`src/rtl/bbc_host_cycle_ctrl.sv`:
```
// Host-bus cycle sequencer: aligns CPU accesses to host phi0 (or the 1MHz slot),
// stretches the CPU meanwhile and keeps shadow copies of ROM-select/shadow-RAM regs.
module bbc_host_cycle_ctrl #(
    parameter int unsigned SYNC_STAGES = 2,
    parameter int unsigned HOLD_CYCLES = 4,
    parameter int unsigned TIMEOUT     = 63
) (
    input  logic       clk,
    input  logic       resetb,
    input  logic       bbc_phi0,
    input  logic [1:0] j,
    input  logic       host_req,
    input  logic       cpu_rnw,
    input  logic [7:0] cpu_data,
    input  logic       dec_rom_reg,
    input  logic       dec_shadow_reg,
    input  logic       dec_fe4x,
    output logic       lat_en,
    output logic       cpu_rdy,
    output logic       host_busy,
    output logic       timeout_err,
    output logic [3:0] rom_bank_q,
    output logic       shadow_en_q
);

    localparam int unsigned WAIT_W = 6;
    localparam int unsigned HOLD_W = 4;
    localparam logic [WAIT_W-1:0] WAIT_LAST = WAIT_W'(TIMEOUT - 1);
    localparam logic [WAIT_W-1:0] WAIT_MAX  = WAIT_W'(TIMEOUT);
    localparam logic [HOLD_W-1:0] HOLD_LOAD = HOLD_W'(HOLD_CYCLES);
    localparam logic [1:0]        J_BPLUS   = 2'b01;
    localparam logic [1:0]        J_ELK     = 2'b10;

    typedef enum logic [1:0] {S_IDLE, S_SYNC, S_HOLD, S_DONE} state_t;

    state_t                  state, state_nxt;
    logic [SYNC_STAGES-1:0]  phi0_sync;
    logic                    phi0_d;
    logic                    slot1m_q;
    logic [WAIT_W-1:0]       wait_cnt;
    logic [HOLD_W-1:0]       hold_cnt;

    logic                    req_rnw, req_rom, req_shd, req_fe4x, req_abort;
    logic [1:0]              req_j;
    logic [3:0]              req_lo;
    logic                    req_b7;

    logic phi0_rise_c, edge_ok_c, wait_last_c;
    logic capture_c, abort_c, rom_wr_c, shd_wr_c, elk_ok_c;
    logic lat_en_nxt, cpu_rdy_nxt, busy_nxt;
    logic unused_data_c;

    assign unused_data_c = ^cpu_data[6:4];

    // phi0 synchroniser, edge register and 1MHz slot tracker
    always_ff @(posedge clk or negedge resetb) begin
        if (!resetb) begin
            phi0_sync <= '0;
            phi0_d    <= 1'b0;
            slot1m_q  <= 1'b0;
        end else begin
            phi0_sync <= {phi0_sync[SYNC_STAGES-2:0], bbc_phi0};
            phi0_d    <= phi0_sync[SYNC_STAGES-1];
            if (phi0_rise_c) slot1m_q <= ~slot1m_q;
        end
    end

    assign phi0_rise_c = phi0_sync[SYNC_STAGES-1] & ~phi0_d;
    assign edge_ok_c   = phi0_rise_c & (~req_fe4x | slot1m_q);
    assign wait_last_c = (wait_cnt >= WAIT_LAST);

    // FSM state register
    always_ff @(posedge clk or negedge resetb) begin
        if (!resetb) state <= S_IDLE;
        else         state <= state_nxt;
    end

    // FSM next-state logic
    always_comb begin
        state_nxt = state;
        case (state)
            S_IDLE: if (host_req) state_nxt = S_SYNC;
            S_SYNC: begin
                if (edge_ok_c)        state_nxt = S_HOLD;
                else if (wait_last_c) state_nxt = S_DONE;
            end
            S_HOLD: if (hold_cnt == '0) state_nxt = S_DONE;
            S_DONE: state_nxt = S_IDLE;
            default: state_nxt = S_IDLE;
        endcase
    end

    // FSM output/control decode
    always_comb begin
        capture_c   = 1'b0;
        abort_c     = 1'b0;
        rom_wr_c    = 1'b0;
        shd_wr_c    = 1'b0;
        elk_ok_c    = req_lo[3] | (req_lo[3:2] == 2'b00);
        lat_en_nxt  = (state_nxt == S_HOLD);
        cpu_rdy_nxt = (state_nxt == S_DONE);
        busy_nxt    = (state_nxt != S_IDLE);
        case (state)
            S_IDLE: capture_c = host_req;
            S_SYNC: abort_c   = ~edge_ok_c & wait_last_c;
            S_DONE: begin
                rom_wr_c = ~req_abort & ~req_rnw & req_rom & ((req_j != J_ELK) | elk_ok_c);
                shd_wr_c = ~req_abort & ~req_rnw & req_shd & (req_j == J_BPLUS);
            end
            default: ;
        endcase
    end

    // Request capture, counters, registered outputs and shadow registers
    always_ff @(posedge clk or negedge resetb) begin
        if (!resetb) begin
            req_rnw     <= 1'b0;
            req_rom     <= 1'b0;
            req_shd     <= 1'b0;
            req_fe4x    <= 1'b0;
            req_j       <= 2'b00;
            req_lo      <= 4'h0;
            req_b7      <= 1'b0;
            req_abort   <= 1'b0;
            wait_cnt    <= '0;
            hold_cnt    <= '0;
            lat_en      <= 1'b0;
            cpu_rdy     <= 1'b0;
            host_busy   <= 1'b0;
            timeout_err <= 1'b0;
            rom_bank_q  <= 4'h0;
            shadow_en_q <= 1'b0;
        end else begin
            lat_en    <= lat_en_nxt;
            cpu_rdy   <= cpu_rdy_nxt;
            host_busy <= busy_nxt;
            if (capture_c) begin
                req_rnw   <= cpu_rnw;
                req_rom   <= dec_rom_reg;
                req_shd   <= dec_shadow_reg;
                req_fe4x  <= dec_fe4x;
                req_j     <= j;
                req_lo    <= cpu_data[3:0];
                req_b7    <= cpu_data[7];
                req_abort <= 1'b0;
                wait_cnt  <= '0;
            end else if (state == S_SYNC && !edge_ok_c && wait_cnt != WAIT_MAX) begin
                wait_cnt <= wait_cnt + WAIT_W'(1);
            end
            if (abort_c) begin
                req_abort   <= 1'b1;
                timeout_err <= 1'b1;
            end
            if (state == S_SYNC && edge_ok_c)
                hold_cnt <= HOLD_LOAD;
            else if (state == S_HOLD && hold_cnt != '0)
                hold_cnt <= hold_cnt - HOLD_W'(1);
            if (rom_wr_c) rom_bank_q  <= req_lo;
            if (shd_wr_c) shadow_en_q <= req_b7;
        end
    end

endmodule

```
`config.mk`:
```
export PLATFORM = sky130hd
export DESIGN_NAME = bbc_host_cycle_ctrl
export DESIGN_NICKNAME = d
export VERILOG_FILES = /design/src/rtl/bbc_host_cycle_ctrl.sv
export SDC_FILE = /design/constraint.sdc
export NUM_CORES = 1
export LEC_CHECK = 0
export ABC_AREA = 1
export CAP_MARGIN = 20
export CORE_MARGIN = 2
export CORE_UTILIZATION = 40
export DETAILED_ROUTE_END_ITERATION = 8
export PLACE_DENSITY_LB_ADDON = 0.12
export SETUP_SLACK_MARGIN = 0.3
export SYNTH_ARGS = -nofsm -noshare
export SYNTH_HDL_FRONTEND = slang
export SYNTH_SLANG_ARGS = --single-unit
```
`constraint.sdc`:
```
create_clock -name clk -period 1.6 [get_ports clk]
set_input_delay 0.32 -clock clk [delete_from_list [all_inputs] [get_ports clk]]
set_output_delay 0.32 -clock clk [all_outputs]
set_load 0.005 [all_outputs]
```
==> metrics <==
slowest stage cell, crit path=dfrtp_1; Final setup viols=0; Setup crit end kind=output pin; Hold Crit Class=reg -> reg; final hold slack=between 0.3 and 0.4 ns; post-synth top area cell=dfrtp_1; initial antenna violation count=0; GP Congestion=just under 0.8; area delta synth->final=29.8%; Clock Path Buffers=2; PwrDens=about 1700 mW/mm^2; fillcell total=roughly 390; CTS tree=yes; Post-Syn Area per Cell=~9.1 um^2; commonest cells after routing, fill and taps aside=nand2_1 (47), dfrtp_1 (35), inv_1 (22); register bit total from synthesis=37; clk_skew=between 0.006 and 0.007 ns; share of layout cells above drive strength 1=0.205; nets=between 200 and 250; Post-DP HPWL=approximately 2300 um; CP Class=reg -> out; root buffer cell=clkbuf_8; drt pass-1 iters=4; Max Cap Viol=0; DR DRC count=0; outcome=complete, no violations; Synth Instances=approximately 190; Worst Path Required=between 1 and 1.5 ns; GRT overflow=0; via count of the routed design=approximately 1,300; largest cells by area after synthesis=dfrtp_1 (55%), nand2_1 (11%), inv_1 (5.8%), nand3_1 (3.9%), o21ai_1 (3.6%); slew of the pin with the lowest slew margin=0.224 ns; pre-CTS WS=between 0.15 and 0.2 ns; commonest non-fill, non-tap cell in the layout=nand2_1; Placed Area=0.00200 mm^2; RSZ-0062 raised after global routing=false; Row Count=23; setup TNS=0 ns; GRT Total Usage=0.156; Max Slew Vio Count=0; die area=0.00475 mm^2; Netlist cell types=23; Yosys top cell area share=0.549; post-layout instance area=~0.0022 mm^2; Final Worst Setup Slack=about 0.35 ns; area of the mapped netlist=around 0.0017 mm^2; Antenna diodes=0; Warnings, synthesis=0; Starting Density=0.419; first-pass GRT wire length=around 5300 um; Post-DRT Antenna Nets=0; TritonCTS buffer count=5; WL per Instance=12.1 um; WP buf/inv=1; Peak VDD IR=around 0.82 mV; clk_lat worst skew=slightly below 0.3 ns; post-DR vias/cell=4.71; Die Wd=68.9 um; Die H=slightly below 70 um; H-tree levels=2; DRT iter0 DRCs=55; period utilization=0.780; io pins=27; syn_nets=around 200; CP max stage delay=0.38 ns; CP Max Fanout=2; critical path, cell by cell=dlygate4sd2_1; vias in the first global route=approximately 1,200; Seq. cell area=roughly 930 um^2; Pleak=between 1 and 1.5 nW; CP Launch Type=flip-flop; core area=about 0.0040 mm^2; largest net degree at the start of global routing=38; multi-input logic area=681 um^2; Slew headroom=0.850; sequential-to-total area share from yosys stat=0.549; hold_buf cts=0; critical path arrival=between 0.9 and 1 ns; I/O Buffers=23; clock edge transition at the registers on the reported setup and hold paths=approximately 0.070 ns; final WL=approximately 3300 um; Sink Count=37; Max Fclk=around 800 MHz; Final Hold Viols=0; cell family with most CP delay=flip-flops; minimum clock period=~1.2 ns
==> power by group <==
part / switching (mW) / total, mW / internal (mW)
logic: 0.823 / 1.45 / 0.626
registers: 0.235 / 1.54 / 1.30
clock network: 0.308 / 0.816 / 0.508
total: 1.37 / 3.80 / 2.44
==> final timing paths <==
check / start / endpoint / slack, ns / depth (start not counted)
worst min register to register: phi0_sync[0]$_DFF_PN0_ / phi0_sync[1]$_DFF_PN0_ / 0.36 / 0
worst min-delay path: phi0_sync[0]$_DFF_PN0_ / phi0_sync[1]$_DFF_PN0_ / 0.36 / 0
worst max-delay path: rom_bank_q[3]$_DFFE_PN0P_ / rom_bank_q[3] / 0.35 / 1
max in group asynchronous: resetb / wait_cnt[1]$_DFFE_PN0P_ / 0.99 / 2
min in group asynchronous: resetb / rom_bank_q[1]$_DFFE_PN0P_ / 0.41 / 2
worst max register to register: hold_cnt[1]$_DFFE_PN0P_ / hold_cnt[0]$_DFFE_PN0P_ / 0.38 / 6
==> layout make-up <==
class	instances	share of cell area
clock inverters	1	0.0137
repair buffers	30	0.135
flip-flops and latches	37	0.424
inverters	28	0.0480
well taps	50	0.0286
clock buffers	7	0.0394
multi-input cells	117	0.311
==> Yosys cell counts <==
cell and instances:
nand2_1 48, dfrtp_1 37, inv_1 26, nand3_1 13, nor2_1 13, o21ai_1 12
o21ai_0 4, xor2_1 4, ha_1 3, o21ai_2 3, buf_6 2, inv_2 2
nand2_2 2, nand3_2 2, nand3_4 2, nand4_1 2, nor2_2 2, nor2_4 2
nor3_1 2, buf_4 1, nand2_4 1, nor3_2 1, o22ai_1 1
==> what timing repair did <==
action	in CTS	in global routing
pin swaps	0	10
buffers inserted	2	2
setup endpoints to repair	15	16
resized for setup	11	16
==> metrics by stage <==
| stage | util | cells | power (mW) |
|---|---|---|---|
| final | 0.543 | 270 | 3.80 |
| after global placement | 0.496 | 258 | 2.83 |
| after global routing | 0.543 | 270 | 4.12 |
| after detailed placement | 0.496 | 258 | 2.89 |
| after floorplan | - | 185 | 2.41 |
| after CTS | 0.527 | 268 | 3.68 |
==> cell families (layout without fill, tap and decap cells) <==
family	count (synthesis)	count (layout)	share of synthesized area
xor gates and xnor gates	4	4	0.0208
DFF	37	37	0.549
AOI/OAI and AO/OA	20	20	0.0668
buffers and inverters	31	66	0.0801
adders and majority gates	3	3	0.0223
and+or+nand+nor	90	90	0.261
==> routing by layer <==
metal	vias up	share of wire	track usage
met4	0	0.017	0.0686
met1	598	0.44	0.181
li1	645	-	-
met3	6	0.046	0.0487
met2	22	0.50	0.263
met5	-	0	0
==> flip-flops by register name, indices dropped and copies added (netlist names) <==
name / count
cpu_rdy: 1
hold_cnt: 4
host_busy: 1
lat_en: 1
phi0_d: 1
phi0_sync: 2
req_abort: 1
req_b7: 1
req_fe4x: 1
req_j: 2
req_lo: 4
req_rnw: 1
req_rom: 1
req_shd: 1
rom_bank_q: 4
shadow_en_q: 1
slot1m_q: 1
state: 2
timeout_err: 1
wait_cnt: 6
(Power assumes the default switching activity.)
